`config.mk`:
```
export PLATFORM = sky130hd
export DESIGN_NAME = and_or_pipe
export DESIGN_NICKNAME = d
export VERILOG_FILES = /design/src/rtl/and_or_pipe.sv
export SDC_FILE = /design/constraint.sdc
export NUM_CORES = 1
export LEC_CHECK = 0
export BUFFER_PORTS_ARGS = -buffer_cell sky130_fd_sc_hd__buf_4
export CAP_MARGIN = 20
export CORE_ASPECT_RATIO = 0.7
export CORE_MARGIN = 2
export CORE_UTILIZATION = 49
export DETAILED_ROUTE_END_ITERATION = 16
export HOLD_SLACK_MARGIN = 0.02
export MAX_ROUTING_LAYER = met4
export PLACE_DENSITY = 0.8
export SYNTH_ARGS = -nofsm -noshare
export SYNTH_HDL_FRONTEND = slang
export SYNTH_SLANG_ARGS = --single-unit
```
`constraint.sdc`:
```
create_clock -name clk -period 1.61 [get_ports clk]
set_clock_uncertainty 0.05 [all_clocks]
set_input_delay 0.4025 -clock clk [delete_from_list [all_inputs] [get_ports clk]]
set_output_delay 0.4025 -clock clk [all_outputs]
set_load 0.02 [all_outputs]
```
`src/rtl/and_or_pipe.sv`:
```
// Elastic valid/ready pipeline computing x = a & b and y = b | c.
// LATENCY stages; bubbles collapse and occupancy tracks the number of valid stages.
module and_or_pipe #(
    parameter int unsigned WIDTH   = 8,
    parameter int unsigned LATENCY = 2,
    localparam int unsigned OCC_W  = $clog2(LATENCY + 1)
) (
    input  logic             clk,
    input  logic             rst_n,
    input  logic             in_valid,
    output logic             in_ready,
    input  logic [WIDTH-1:0] a,
    input  logic [WIDTH-1:0] b,
    input  logic [WIDTH-1:0] c,
    output logic             out_valid,
    input  logic             out_ready,
    output logic [WIDTH-1:0] x,
    output logic [WIDTH-1:0] y,
    output logic [OCC_W-1:0] occupancy
);

    logic [LATENCY-1:0] valid_q;
    logic [WIDTH-1:0]   x_q [LATENCY];
    logic [WIDTH-1:0]   y_q [LATENCY];
    logic [OCC_W-1:0]   occ_q, occ_d;

    logic [LATENCY-1:0] ready;
    logic [LATENCY-1:0] in_v;
    logic [WIDTH-1:0]   in_x [LATENCY];
    logic [WIDTH-1:0]   in_y [LATENCY];
    logic               push, pop;

    // Stage k may load if it, or any stage downstream of it, is empty, or the
    // last stage is being drained. Built from the tail so there is no comb loop.
    always_comb begin
        logic acc;
        ready = '0;
        acc   = out_ready;
        for (int k = LATENCY - 1; k >= 0; k--) begin
            acc      = acc | ~valid_q[k];
            ready[k] = acc;
        end
    end

    always_comb begin
        in_v    = '0;
        in_v[0] = in_valid;
        in_x[0] = a & b;
        in_y[0] = b | c;
        for (int k = 1; k < LATENCY; k++) begin
            in_v[k] = valid_q[k-1];
            in_x[k] = x_q[k-1];
            in_y[k] = y_q[k-1];
        end
    end

    assign push = in_valid & ready[0];
    assign pop  = valid_q[LATENCY-1] & out_ready;

    always_comb begin
        occ_d = occ_q;
        unique case ({push, pop})
            2'b10:   occ_d = occ_q + OCC_W'(1);
            2'b01:   occ_d = occ_q - OCC_W'(1);
            default: occ_d = occ_q;
        endcase
    end

    // Data only loads alongside a valid bit, so idle operand values never reach state.
    always_ff @(posedge clk or negedge rst_n) begin
        if (!rst_n) begin
            valid_q <= '0;
            occ_q   <= '0;
            for (int k = 0; k < LATENCY; k++) begin
                x_q[k] <= '0;
                y_q[k] <= '0;
            end
        end else begin
            occ_q <= occ_d;
            for (int k = 0; k < LATENCY; k++) begin
                if (ready[k]) begin
                    valid_q[k] <= in_v[k];
                    if (in_v[k]) begin
                        x_q[k] <= in_x[k];
                        y_q[k] <= in_y[k];
                    end
                end
            end
        end
    end

    assign in_ready  = ready[0];
    assign out_valid = valid_q[LATENCY-1];
    assign x         = x_q[LATENCY-1];
    assign y         = y_q[LATENCY-1];
    assign occupancy = occ_q;

endmodule

```
# After elaboration in Yosys (flattened, before gate mapping)
# Index checks and enable logic that the tools add are counted.
# Widths: inputs -> output; s select.
dict set report classes {
  bitwise_logic 8
  n_reduce_logical 3
  eq_ne 2
  mux 1
  addsub 2
}
# cell count
set ops {}
lappend ops {{$and 8x8->8} 1}
lappend ops {{$or 8x8->8} 1}
lappend ops {{$pmux 2 s2} 1}
lappend ops {{$reduce_and 2->1} 2}
lappend ops {{$add 2x1->2 const B} 1}
lappend ops {{$and 1x1->1} 2}
lappend ops {{$eq 2x1->1 const B} 1}
lappend ops {{$eq 2x2->1 const B} 1}
lappend ops {{$not 1->1} 2}
lappend ops {{$or 1x1->1} 2}
lappend ops {{$reduce_bool 2->1} 1}
lappend ops {{$sub 2x1->2 const B} 1}
dict set report word_totals {
  register_bits 36
  out_inout_bits 20
  input_bits 28
}

# Logic depth before layout (Yosys ltp)
dict set report logic_depth {
  ltp_word 6
  ltp_mapped 6
  ltp_nobuf 6
}

# Worst setup path before layout
# OpenSTA, ideal clock, no wires.
dict set report synth_timing {
  kind {register -> register}
  startpoint {reg valid_q[1]}
  endpoint {reg occ_q[1], in the netlist occupancy[1]}
  setup_time_ns 0.079
  path_buffers 0
  period_less_slack_ns 1.484
  arrival_time_ns 1.355
  required_time_ns 1.481
  slack_ns 0.126
  path_stages_with_launch 6
  path_cell_list {dfrtp_1 nand3b_4 nand2_2 ha_1 nor2_1 xor2_1}
}
dict set report synth_between {
  elab_chain_cells 6
  elab_cells_between_ends 9
  classes_between {eq/ne (2); mux (1); bitwise (5); reduce/logical (1)}
}
# item line_no
set synth_rtl {}
lappend synth_rtl {{from (decl)} 22} ;# logic [LATENCY-1:0] valid_q;
lappend synth_rtl {{from (signal, indexed assignment)} 82} ;# valid_q[k] <= in_v[k];
lappend synth_rtl {{$not 1->1} 40} ;# acc = acc | ~valid_q[k];
lappend synth_rtl {{$or 1x1->1 (2 in series)} 40}
lappend synth_rtl {{$and 1x1->1} 57} ;# assign push = in_valid & ready[0];
lappend synth_rtl {{$eq 2x1->1 / $eq 2x2->1 (equally long branches)} 62} ;# unique case ({push, pop})
lappend synth_rtl {{$pmux 2 s2 / $reduce_bool 2->1 (equally long branches)} --}
lappend synth_rtl {{to (signal assigned)} 73} ;# occ_q <= '0;
lappend synth_rtl {{to (signal assigned)} 79} ;# occ_q <= occ_d;
lappend synth_rtl {{to (decl)} 25} ;# logic [OCC_W-1:0] occ_q, occ_d;
# Parallel ways exist; a longest one is shown, timed or not.
# A chain may end at the register's enable or synchronous reset.

# Worst setup path in the final report
dict set report layout_timing {
  startpoint {reg valid_q[1]}
  endpoint {out in_ready}
}
dict set report layout_between {
  elab_chain_cells 3
}
# item line_no
set layout_rtl {}
lappend layout_rtl {{$not 1->1} 40}
lappend layout_rtl {{$or 1x1->1 (2 in series)} 40}
lappend layout_rtl {{to (decl)} 11} ;# output logic in_ready,
# Every way passes these cells.

==> Implementation_results.wiki <==
{| class="wikitable"
! Metric !! Value
|-
| Sequential element share of the synthesized area || 59.3%
|-
| Data arrival time at the worst-slack endpoint || 1.11 ns
|-
| Total inserted antenna cells || 0
|-
| Critical path endpoint category || primary output
|-
| Largest family of logic cells by synthesized area || multiplexers
|-
| Final number of max-transition violations || 0
|-
| Post-synth net total || 139
|-
| Core Box Area || 0.00288 sq mm
|-
| Starting density of the core || 52.7%
|-
| Sum of overflow across all layers after global routing || 0
|-
| Count of endpoints failing setup in the final report || 0
|-
| Flip-flop and latch count after synthesis || 36
|-
| Number of design rule violations left after detail routing || 0
|-
| Mapped cell area || 0.00152 sq mm
|-
| Time the worst path needs with I/O delays and setup || 1.56 ns
|-
| RSZ-0062 raised after global routing || no
|-
| Hold Crit Class || in2reg
|-
| Die Height || 50.6 um
|-
| Final GP Congestion || 0.806
|-
| Worst-margin pin slew || 0.450 ns
|-
| Crit path launch type || register
|-
| WP data required || 1.16 ns
|-
| Clock network fraction of design power || 29.0%
|-
| Post-synthesis share of cell area spent on full adders, half adders and majority gates || 0.824%
|-
| Highest-count cells in the layout ignoring fill and taps || 54 x sky130_fd_sc_hd__buf_4, 35 x sky130_fd_sc_hd__dfrtp_1, 10 x sky130_fd_sc_hd__mux2_4
|-
| Power density over the cells || 1260 mW/mm^2
|-
| Core utilization of the finished layout || 72.8%
|-
| Leakage || 1.03 nW
|-
| Antenna viol nets, final || 0
|-
| Synth Area in Compound Gates || 11.2%
|-
| Num CTS Buffers || 5
|-
| Portion of total power attributed to sequential cells || 43.9%
|-
| Crit Path Category || reg2out
|-
| Clock transition at the registers of the reported paths || 0.07 ns
|-
| Number of top-level pins || 48
|-
| Num Clock Sinks || 36
|-
| Number of hold-slack violations in the final timing report || 0
|-
| Number of antenna violations at the first check in global routing || 0
|-
| Synthesis warning total || 0
|-
| Share of the synthesized netlist area taken by xor and xnor gates || 1.73%
|-
| Vias in the first global route || 1173
|-
| Pin count of the biggest net entering global routing || 37
|-
| Gate Count Post-Synth || 110
|-
| CTS tree || yes
|-
| First-pass iteration count of the detailed router || 4
|-
| Post-synthesis simple-gate area fraction || 9.80%
|-
| Max FO, Critical Path || 12
|-
| Remaining max-slew budget at the tightest pin || 70.0%
|-
| H-Tree Level Count || 2
|-
| Maximum root-to-sink buffer count || 2
|-
| Crit share post-route || 97.2%
|-
| Total routing usage reported by global routing || 21.5%
|-
| HPWL Detailed || 2.31 mm
|-
| Rows || 16
|-
| Most common cell after layout, fill and taps aside || sky130_fd_sc_hd__buf_4
|-
| Initial detailed-routing violation count || 74
|-
| Fraction of final layout cells with drive strength greater than 1 || 53.3%
|-
| Die Width || 70.5 um
|-
| Share of synthesized area spent on multiplexers || 14.3%
|-
| Cell Int Power || 0.00191 W
|-
| I/O Buffers || 47
|-
| Vias per std cell || 5.31
|-
| Root Buffer || sky130_fd_sc_hd__clkbuf_8
|-
| Power dissipated by switching net loads || 0.000747 W
|-
| Later-pin clock latency in the skew report || 0.29 ns
|-
| Switching portion of total power || 28.2%
|-
| Synthesized area per cell || 13.8 sq um
|-
| Wire length after detailed routing || 3.31 mm
|-
| Nets || 197
|-
| Peak clock frequency supported by timing || 0.639 GHz
|-
| Filler Cell Count || 209
|-
| Setup Total Neg Slack || 0 ns
|-
| Comb power frac || 27.1%
|-
| Vias || 1089
|-
| Die area || 0.00357 sq mm
|-
| Peak ir drop on the vdd network || 0.762 mV
|-
| Area growth from synthesis to layout || 38.1%
|-
| Global-route wire length before repair || 5.53 mm
|-
| Cell variety after synth || 20
|-
| Final routed wire length divided by cell count || 16.1 um
|-
| MaxCap Viol Count || 0
|-
| Status || finished, final reports clean
|}
==> power groups by stage <==
| stage | registers, W | logic (W) | clock network [W] |
|---|---|---|---|
| after floorplan | 0.00129 | 0.000267 | 0 |
| after global placement | 0.00117 | 0.000672 | 0 |
| after detailed placement | 0.00118 | 0.000690 | 0 |
| after CTS | 0.00116 | 0.000716 | 0.000786 |
| after global routing | 0.00118 | 0.000770 | 0.000839 |
| final | 0.00116 | 0.000718 | 0.000770 |
==> worst paths after layout <==
check | start | endpoint | slack [ns] | cells after the start
worst min-delay path | in_valid | in_y[2] | 0.32 | 2
worst min register to register | occupancy[1] | occupancy[1] | 0.44 | 1
max in group asynchronous | rst_n | valid_q[0] | 0.61 | 2
worst max register to register | valid_q[1] | occupancy[1] | 0.13 | 6
min in group asynchronous | rst_n | x[6] | 0.55 | 2
worst max-delay path | valid_q[1] | in_ready | 0.05 | 3
==> cell type report <==
class                      instances  area (sq um)  share of cell area, %
clock buffer                       6          72.6                   3.46
timing repair buffer              57           468                   22.3
sequential                        36           902                   43.0
tap                               36          45.0                   2.15
clock inverter                     2          35.0                   1.67
multi-input combinational         68           576                   27.4
==> per-layer routing <==
layer  global-route usage, %  vias to the layer above  routed length [um]
met3                    6.83                        7                 191
met2                    31.8                       38                1510
met4                    10.4                        0                  57
met1                    27.2                      534                1550
li1                        -                      510                   -
met5                       -                        -                   0
==> cell usage after synthesis (all sizes together) <==
| library cell | n | area, sq um |
|---|---|---|
| and2 | 1 | 6.26 |
| nand2 | 2 | 17.5 |
| nand4 | 8 | 50.1 |
| xnor2 | 2 | 17.5 |
| ha | 1 | 12.5 |
| nand3b | 1 | 20.0 |
| dfrtp | 36 | 901 |
| mux2 | 16 | 218 |
| nor2 | 9 | 33.8 |
| a21bo | 8 | 80.1 |
| nand2b | 3 | 21.3 |
| a21oi | 8 | 40.0 |
| xor2 | 1 | 8.76 |
| buf | 6 | 42.5 |
| a31oi | 8 | 50.1 |
==> flip-flops by register name (all words and copies together), names as in the netlist <==
register / cells
x: 8
occupancy: 2
in_x: 8
valid_q: 2
in_y: 8
y: 8
==> through the flow <==
step	area [sq um]	hold slack, ns	worst slack [ns]	power (W)	std cells
finish	2100	0.321	0.0456	0.00265	205
global route	2100	0.332	0.00619	0.00279	205
CTS	2080	0.313	0.0118	0.00267	202
detailed placement	1910	0.332	0.0931	0.00187	190
global placement	1910	0.321	0.116	0.00184	190
floorplan	1520	0.0569	0.126	0.00156	110
==> critical path, stage by stage (launching register included) <==
cell                       delay [ns]
sky130_fd_sc_hd__dfrtp_1         0.40
sky130_fd_sc_hd__nand3b_4        0.12
sky130_fd_sc_hd__buf_12          0.16
sky130_fd_sc_hd__buf_4           0.15
==> cell families (layout without fill, tap and decap cells) <==
kind of cell	after synthesis	after routing
flip-flops	36	36
AO/OA/AOI/OAI	24	24
XOR/XNOR	3	3
adder cells (fa/ha/maj)	1	1
multiplexers	16	16
buffers and inverters	6	65
AND/OR/NAND/NOR	24	24
==> what timing repair did <==
item | CTS | global route
resized for setup | 1 | 0
cloned | 1 | 0
setup buffers | 2 | 3
hold buffers | 1 | 0
endpoints found under the hold margin | 25 | 0
setup endpoints to repair | 1 | 1
pin swaps | 0 | 1
(Power assumes the default switching activity.)
